File: src/rtl/micromind_pkg.sv
// micromind_pkg: shared direction/mode encodings and timer state type.
package micromind_pkg;
  localparam logic MODE_CONT    = 1'b0;
  localparam logic MODE_ONESHOT = 1'b1;
  localparam logic DIR_UP       = 1'b0;
  localparam logic DIR_DOWN     = 1'b1;
  typedef enum logic {RUN, DONE} state_t;
endpackage

File: src/rtl/micromind_prescaler.sv
// micromind_prescaler: divides enabled cycles, ticking every prescale+1 of them.
module micromind_prescaler #(
  parameter int PRE_WIDTH = 8
) (
  input  logic                 clk,
  input  logic                 reset,
  input  logic                 en,
  input  logic                 clr,
  input  logic [PRE_WIDTH-1:0] prescale,
  output logic                 tick
);
  logic [PRE_WIDTH-1:0] r_pcnt;
  assign tick = en && (r_pcnt == prescale);
  // A pcnt already past prescale just keeps counting until it wraps and matches.
  always_ff @(posedge clk or posedge reset)
    if (reset) r_pcnt <= '0;
    else if (clr) r_pcnt <= '0;
    else if (en) r_pcnt <= tick ? '0 : r_pcnt + 1'b1;
endmodule

File: src/rtl/micromind_timer.sv
// micromind_timer: prescaled up/down modulo counter with one-shot mode, tc pulse and sticky ovf.
module micromind_timer
  import micromind_pkg::*;
#(
  parameter int WIDTH     = 8,
  parameter int PRE_WIDTH = 8
) (
  input  logic                 clk,
  input  logic                 reset,
  input  logic                 en,
  input  logic                 clr,
  input  logic                 load,
  input  logic [WIDTH-1:0]     load_val,
  input  logic                 dir,
  input  logic                 mode,
  input  logic [WIDTH-1:0]     limit,
  input  logic [PRE_WIDTH-1:0] prescale,
  input  logic                 ovf_clr,
  output logic [WIDTH-1:0]     out,
  output logic                 tc,
  output logic                 ovf,
  output logic                 busy
);
  state_t           r_state, w_state_n;
  logic [WIDTH-1:0] r_out, w_out_n;
  logic             r_tc, r_ovf, w_tc_n, w_ovf_n, w_tick, w_term;
  micromind_prescaler #(.PRE_WIDTH(PRE_WIDTH)) u_pre (
    .clk(clk), .reset(reset), .en(en), .clr(clr | load), .prescale(prescale), .tick(w_tick)
  );
  assign w_term = (dir == DIR_DOWN) ? (r_out == '0) : (r_out >= limit);
  always_comb begin
    w_state_n = r_state;
    w_out_n   = r_out;
    w_tc_n    = 1'b0;
    w_ovf_n   = r_ovf & ~ovf_clr;
    if (clr) begin
      w_out_n   = '0;
      w_state_n = RUN;
    end else if (load) begin
      w_out_n   = load_val;
      w_state_n = RUN;
    end else if (w_tick && r_state == RUN) begin
      if (w_term) begin
        w_tc_n  = 1'b1;
        w_ovf_n = 1'b1;
        if (mode == MODE_ONESHOT) w_state_n = DONE;
        else w_out_n = (dir == DIR_DOWN) ? limit : '0;
      end else begin
        w_out_n = (dir == DIR_DOWN) ? r_out - 1'b1 : r_out + 1'b1;
      end
    end
  end
  always_ff @(posedge clk or posedge reset)
    if (reset) begin
      r_state <= RUN;
      r_out   <= '0;
      r_tc    <= 1'b0;
      r_ovf   <= 1'b0;
    end else begin
      r_state <= w_state_n;
      r_out   <= w_out_n;
      r_tc    <= w_tc_n;
      r_ovf   <= w_ovf_n;
    end
  assign out  = r_out;
  assign tc   = r_tc;
  assign ovf  = r_ovf;
  assign busy = (r_state == RUN);
endmodule

File: config.mk
export PLATFORM = sky130hd
export DESIGN_NAME = micromind_timer
export DESIGN_NICKNAME = d
export VERILOG_FILES = /design/src/rtl/micromind_pkg.sv /design/src/rtl/micromind_prescaler.sv /design/src/rtl/micromind_timer.sv
export SDC_FILE = /design/constraint.sdc
export NUM_CORES = 1
export LEC_CHECK = 0
export BUFFER_PORTS_ARGS = -buffer_cell sky130_fd_sc_hd__buf_4
export CORE_MARGIN = 5
export CORE_UTILIZATION = 25
export DETAILED_ROUTE_END_ITERATION = 8
export PLACE_DENSITY = 0.46
export SETUP_SLACK_MARGIN = 0.2
export SYNTH_ARGS = -nofsm -noshare
export SYNTH_HDL_FRONTEND = slang
export SYNTH_SLANG_ARGS = --single-unit
File: constraint.sdc
create_clock -name clk -period 3.19 [get_ports clk]
set_clock_uncertainty 0.2 [all_clocks]
set_input_delay 0.1595 -clock clk [delete_from_list [all_inputs] [get_ports clk]]
set_output_delay 0.1595 -clock clk [all_outputs]
set_load 0.01 [all_outputs]
==> flow_metrics.tcl, run 1 <==
set metrics [dict create \
    grtUsageMet2_pct 19.3 \
    detail_route.first_pass.iterations 4 \
    path_buf_inv 1 \
    yosysWarnings 0 \
    worstMarginPinSlew_ns 0.783 \
    post_synth_xor_area_fraction_pct 7.06 \
    max_cap_violations 0 \
    die_w_um 90.3 \
    cts.repair.resized 0 \
    clock-sinks 19 \
    n_antenna_cell 0 \
    grt_max_degree 20 \
    synthAdderAreaFrac_pct 12.9 \
    seq_area_frac_synth_pct 29.5 \
    critPathCapture "out[0]$_DFFE_PP0P_" \
    clockBufferDepth 2 \
    area_growth_pct 32.8 \
    synth-simple-area-share_pct 16.7 \
    synth_top_cell_by_area "dfrtp_1" \
    path_delay_family "compound AO/OA/AOI/OAI gates" \
    syn_area_um2 1610 \
    fp.dieH_um 90.3 \
    die_area_um2 8160 \
    cpPeakStageDelay_ns 0.50 \
    num_io_pins 43 \
    final_cells 309 \
    whs_ns 0.0277 \
    synth_nets 228 \
    ant_nets 0 \
    ys_seq_elements 19 \
    power.density_nw_per_um2 355 \
    cts-root-buf "clkbuf_8" \
    antenna_found_initial 0 \
    hpwl_mm 3.72 \
    core_um2 6310 \
    grt.overflow.total 0 \
    max_freq_mhz 374 \
    clk_pin_slew_ns 0.07 \
    worstPathRequired_ns 3.14 \
    p_leak_nw 0.975 \
    avgSynthCellArea_um2 8.96 \
    synthMuxAreaShare_pct 0 \
    cp_slowest_cell "dfrtp_1" \
    finalMaxSlewViolations 0 \
    numCtsBuffers 3 \
    hold_class "in2reg" \
    maxSlewHeadroom_pct 47.8 \
    synthCells 180 \
    grt_usage_pct 12.0 \
    rsz0062_at_grt "no" \
    timing.rr.end "out[0]$_DFFE_PP0P_" \
    synth-edff-count 0 \
    finalWirelength_mm 4.69 \
    synth-async-reset-ratio_pct 100 \
    drt-initial-drc-count 45 \
    start_util_pct 25.5 \
    viasPerCell 4.97 \
    globalplace.congestion 0.760 \
    via_count 1535 \
    hold_viol_final 0 \
    vdd_ir_drop_max_uv 153 \
    portBuffers 42 \
    r2r_slack_ns 0.52 \
    synth_top_family_by_area "compound AO/OA/AOI/OAI gates" \
    synth_area_leaders "dfrtp_1, ha_1, xnor2_1" \
    end_kind "flop" \
    synth-compound-area-share_pct 29.4 \
    grt_util_met1_pct 16.7 \
    use_met3_pct 1.83 \
    crit_type "reg2reg" \
    cts_tree "done" \
    post-route-period-util_pct 83.9 \
    startpoint "out[0]$_DFFE_PP0P_" \
    crit_fanout 6 \
    rows 29 \
    dp_cells 299 \
    layout.nets 281 \
    setup_tns_ns 0 \
    synth_common_cells "dfrtp_1, ha_1, inv_1, o21ai_0" \
    synth_top_area_share_pct 29.5 \
    finalSetupViolCount 0 \
    drc 0 \
    grt_pass1_wl_mm 8.20 \
    status "finished, final reports clean" \
    wl_per_cell_um 15.2 \
    first_global_vias 1603 \
    clkLatencyLatePin_ns 0.25 \
    synth.most_common_cell "dfrtp_1" \
    cp.depth 8 \
    drive_above_1_share_pct 25.0 \
    timing.rr.start "out[0]$_DFFE_PP0P_" \
    htreeDepth 1 \
    cp-start-kind "flop" \
    period_needed_ns 2.67 \
    crit_path_cell_trace "inv_1 -> ha_1 -> nor3b_1 -> o21ai_0 -> o2111ai_2 -> a311oi_4 -> a2111oi_1 -> a2111oi_2" \
    reg2reg_depth 8 \
    synth.distinct_cells 41 \
    cp.arrival_ns 2.62 \
    gr-max-usage-layer "met2" \
    synthFlopType "dfrtp_1" \
]
[layout by cell type (no fill, tap or decap), types with 3 or more instances in the layout]
cell / synthesis / routed
o21ai_0: 14 / 14
buf_4: 0 / 49
o41ai_1: 6 / 6
nor2b_1: 10 / 10
xnor2_1: 11 / 11
and3_1: 3 / 3
dfrtp_1: 19 / 19
nor3_1: 4 / 4
o21ai_1: 3 / 3
nand2_1: 11 / 11
a221oi_1: 6 / 6
o211ai_1: 5 / 5
nand2b_1: 4 / 4
clkbuf_8: 0 / 3
a211oi_1: 3 / 3
a21oi_1: 6 / 6
nand3_1: 4 / 4
nor2_1: 8 / 8
inv_1: 14 / 14
a21o_1: 3 / 3
o31ai_1: 3 / 3
ha_1: 15 / 15
dlygate4sd3_1: 0 / 4
[metrics by stage]
step	utilization, %	instance area [µm²]	total power [W]	worst slack [ns]
after floorplan	-	1610	0.000471	0.646
after global placement	32.3	2040	0.000590	0.457
after detailed placement	32.3	2040	0.000588	0.430
after CTS	33.7	2130	0.000767	0.413
after global routing	33.9	2140	0.000824	0.274
final	33.9	2140	0.000761	0.515
[how the worst min path moves through the flow]
stage           startpoint                     endpoint  slack, ns  cells after the start
2_1_floorplan        reset           out[0]$_DFFE_PP0P_      -0.09                      1
3_3_place_gp         reset  u_pre.r_pcnt[1]$_DFFE_PP0P_       0.17                      2
3_5_place_dp       ovf_clr                ovf$_DFF_PP0_       0.15                      2
4_1_cts        load_val[4]           out[4]$_DFFE_PP0P_       0.03                      3
5_1_grt        load_val[3]           out[3]$_DFFE_PP0P_       0.03                      3
6_report       load_val[2]           out[2]$_DFFE_PP0P_       0.03                      3
[layer usage]
layer  up-vias  wire, µm
met5         -         0
met4         0        23
met3         2       178
met2        32      2180
met1       723      2310
li1        778         -
[where the power goes]
part	total, W	switching (W)	internal, W
registers	0.000283	0.0000275	0.000256
clock network	0.000169	0.0000806	0.0000887
logic	0.000309	0.000153	0.000156
total	0.000761	0.000261	0.000500
[tightest hold or removal path, cell delays in order]
cell	delay (ns)
buf_4	0.11
nor2b_1	0.11
o41ai_1	0.07
[final cells by class]
| cell class | instances | area (µm²) |
|---|---|---|
| multi-input combinational | 142 | 1060 |
| sequential | 19 | 475 |
| clock buffer | 4 | 45.0 |
| tap | 77 | 96.3 |
| inverter | 14 | 52.6 |
| fill | 709 | 4170 |
| timing repair buffer | 53 | 408 |
[flip-flops by register name (all words and copies together), names as in the netlist]
register / cells
out: 8
ovf: 1
r_state: 1
tc: 1
u_pre.r_pcnt: 8
[timing repair]
action / in CTS / in global routing
buffers inserted: 0 / 2
hold buffers: 4 / 0
setup endpoints to repair: 0 / 3
hold endpoints to repair: 22 / 0
[cell families (layout without fill, tap and decap cells)]
group,after synthesis,after routing
AO/OA/AOI/OAI,63,63
adder cells (fa/ha/maj),16,16
flip-flops,19,19
AND/OR/NAND/NOR,50,50
XOR/XNOR,13,13
buffers and inverters,19,71
Power figures use the tool's default switching activity.
==> inputs of run 2 (changes only) <==
Clock period 3.19 ns to 2.54 ns, I/O delays scaled along.
==> run 2 against run 1 <==
  * Sequential share of layout area decreased by 3.1 points
  * Power increased by 45%
  * Clock-buffer cell count decreased by 1
  * Combinational power increased by 74%
  * Critical path depth unchanged
  * First-iteration DRC count increased by 11%
  * Highest routed layer unchanged
==> flow_metrics.tcl, run 2 (synthesis results as in run 1) <==
set metrics [dict create \
    via_count 1634 \
    vdd_ir_drop_max_uv 175 \
    area_growth_pct 57.9 \
    setup_tns_ns 0 \
    holdPathStages 3 \
    min_from "load_val[4]" \
    worstPathRequired_ns 2.49 \
    mostFrequentLayoutCells "buf_4, inv_1, xnor2_1, o21ai_0, dfrtp_1" \
    finalWirelength_mm 4.95 \
    viasPerCell 4.98 \
    maxSlewHeadroom_pct 49.9 \
    dp_cells 303 \
    clk_pin_slew_ns 0.07 \
    finalSetupViolCount 0 \
    stdcell_area_um2 2550 \
    power_w 0.00111 \
    antenna_found_initial 0 \
    r2r_slack_ns 0.19 \
    drive_above_1_share_pct 45.4 \
    die_w_um 90.3 \
    final_cells 328 \
    layout.nets 300 \
    placed_cell_area_um2 2090 \
    final_common_cell "buf_4" \
    max_freq_mhz 425 \
    cpPeakStageDelay_ns 0.57 \
    reg2reg_depth 8 \
    dp_slack_ns 0.0902 \
    hold_class "in2reg" \
    cts_tree "done" \
    num_io_pins 43 \
    ant_nets 0 \
    numCtsBuffers 3 \
    core_um2 6310 \
    finalMaxSlewViolations 0 \
    die_area_um2 8160 \
    clock-sinks 19 \
    first_global_vias 1696 \
    crit_path_cell_trace "or4_4 -> o21ai_4 -> o2111ai_2 -> a311oi_4 -> buf_6 -> buf_6 -> nand2_1 -> o41ai_2" \
    drt-initial-drc-count 50 \
    end_kind "flop" \
    clkLatencyLatePin_ns 0.26 \
    cp_slowest_cell "or4_4" \
    detail_route.first_pass.iterations 4 \
    fill_cells 638 \
    setup_ws_ns 0.188 \
    p_leak_nw 1.13 \
    crit_type "reg2reg" \
    power.density_nw_per_um2 435 \
    multi_input_area_um2 1290 \
    fp.dieH_um 90.3 \
    post-route-period-util_pct 92.6 \
    rsz0062_at_grt "yes" \
    n_antenna_cell 0 \
    final-seq-area_um2 485 \
    status "finished, final reports clean" \
    timing.rr.end "out[1]$_DFFE_PP0P_" \
    start_util_pct 25.5 \
    drc 0 \
    cp-start-kind "flop" \
    period_needed_ns 2.35 \
    portBuffers 42 \
    cts-root-buf "clkbuf_8" \
    hold_viol_final 0 \
    htreeDepth 1 \
    clockBufferDepth 2 \
    cpMostUsedCell "buf_6" \
    grt_usage_pct 12.0 \
    hpwl_mm 3.67 \
    rows 29 \
    globalplace.congestion 0.774 \
    cp.arrival_ns 2.30 \
    max_cap_violations 0 \
    grt_pass1_wl_mm 8.14 \
    grt.overflow.total 0 \
    wl_per_cell_um 15.1 \
    worstMarginPinSlew_ns 0.750 \
    hold-path-endpoint "out[4]$_DFFE_PP0P_" \
    timing.rr.start "out[1]$_DFFE_PP0P_" \
    grt_max_degree 20 \
    crit_fanout 6 \
]
run 2: repair_timing:
item | 4_1_cts | 5_1_grt
hold endpoints to repair | 23 | 0
gates resized for setup | 23 | 22
cloned | 1 | 0
endpoints found under the setup margin | 7 | 8
buffers inserted | 12 | 3
pin swaps | 10 | 21
hold buffers | 5 | 0
run 2: worst max-delay path: cells and delay by family (launching register included):
family                 cells  cell delay, ns
and+or+nand+nor            2            0.64
DFF                        1            0.44
buffers and inverters      2            0.30
AOI/OAI and AO/OA          4            0.66
run 2: layout make-up:
cell class                 count  share of cell area (%)
tap                           77                    3.78
multi-input combinational    142                    50.9
clock inverter                 1                   0.197
sequential                    19                    19.1
clock buffer                   3                    1.62
timing repair buffer          72                    22.3
inverter                      14                    2.16
run 2: metal layers:
metal  part of all wire (%)  track usage [%]
met1                     47             15.8
met4                   0.97             3.10
met5                      0                0
met2                     47             19.9
met3                    4.7             2.42
run 2: worst max-delay path by stage:
stage	from	to	slack, ns
after floorplan	out[3]$_DFFE_PP0P_	out[2]$_DFFE_PP0P_	0.21
after global placement	out[3]$_DFFE_PP0P_	out[2]$_DFFE_PP0P_	0.08
after detailed placement	out[3]$_DFFE_PP0P_	out[6]$_DFFE_PP0P_	0.09
after CTS	out[6]$_DFFE_PP0P_	out[0]$_DFFE_PP0P_	0.15
after global routing	out[1]$_DFFE_PP0P_	out[1]$_DFFE_PP0P_	0.11
final	out[1]$_DFFE_PP0P_	out[1]$_DFFE_PP0P_	0.19
run 2: through the flow:
stage          hold slack [ns]  util, %
2_1_floorplan           -0.122        -
3_3_place_gp             0.119     33.0
3_5_place_dp             0.114     33.0
4_1_cts                0.00409     37.6
5_1_grt                 0.0195     40.3
6_report               0.00710     40.3
run 2: power breakdown:
part	internal, W	total (W)	switching [W]
Sequential	0.000324	0.000355	0.0000308
Clock	0.000109	0.000213	0.000104
Combinational	0.000282	0.000539	0.000257
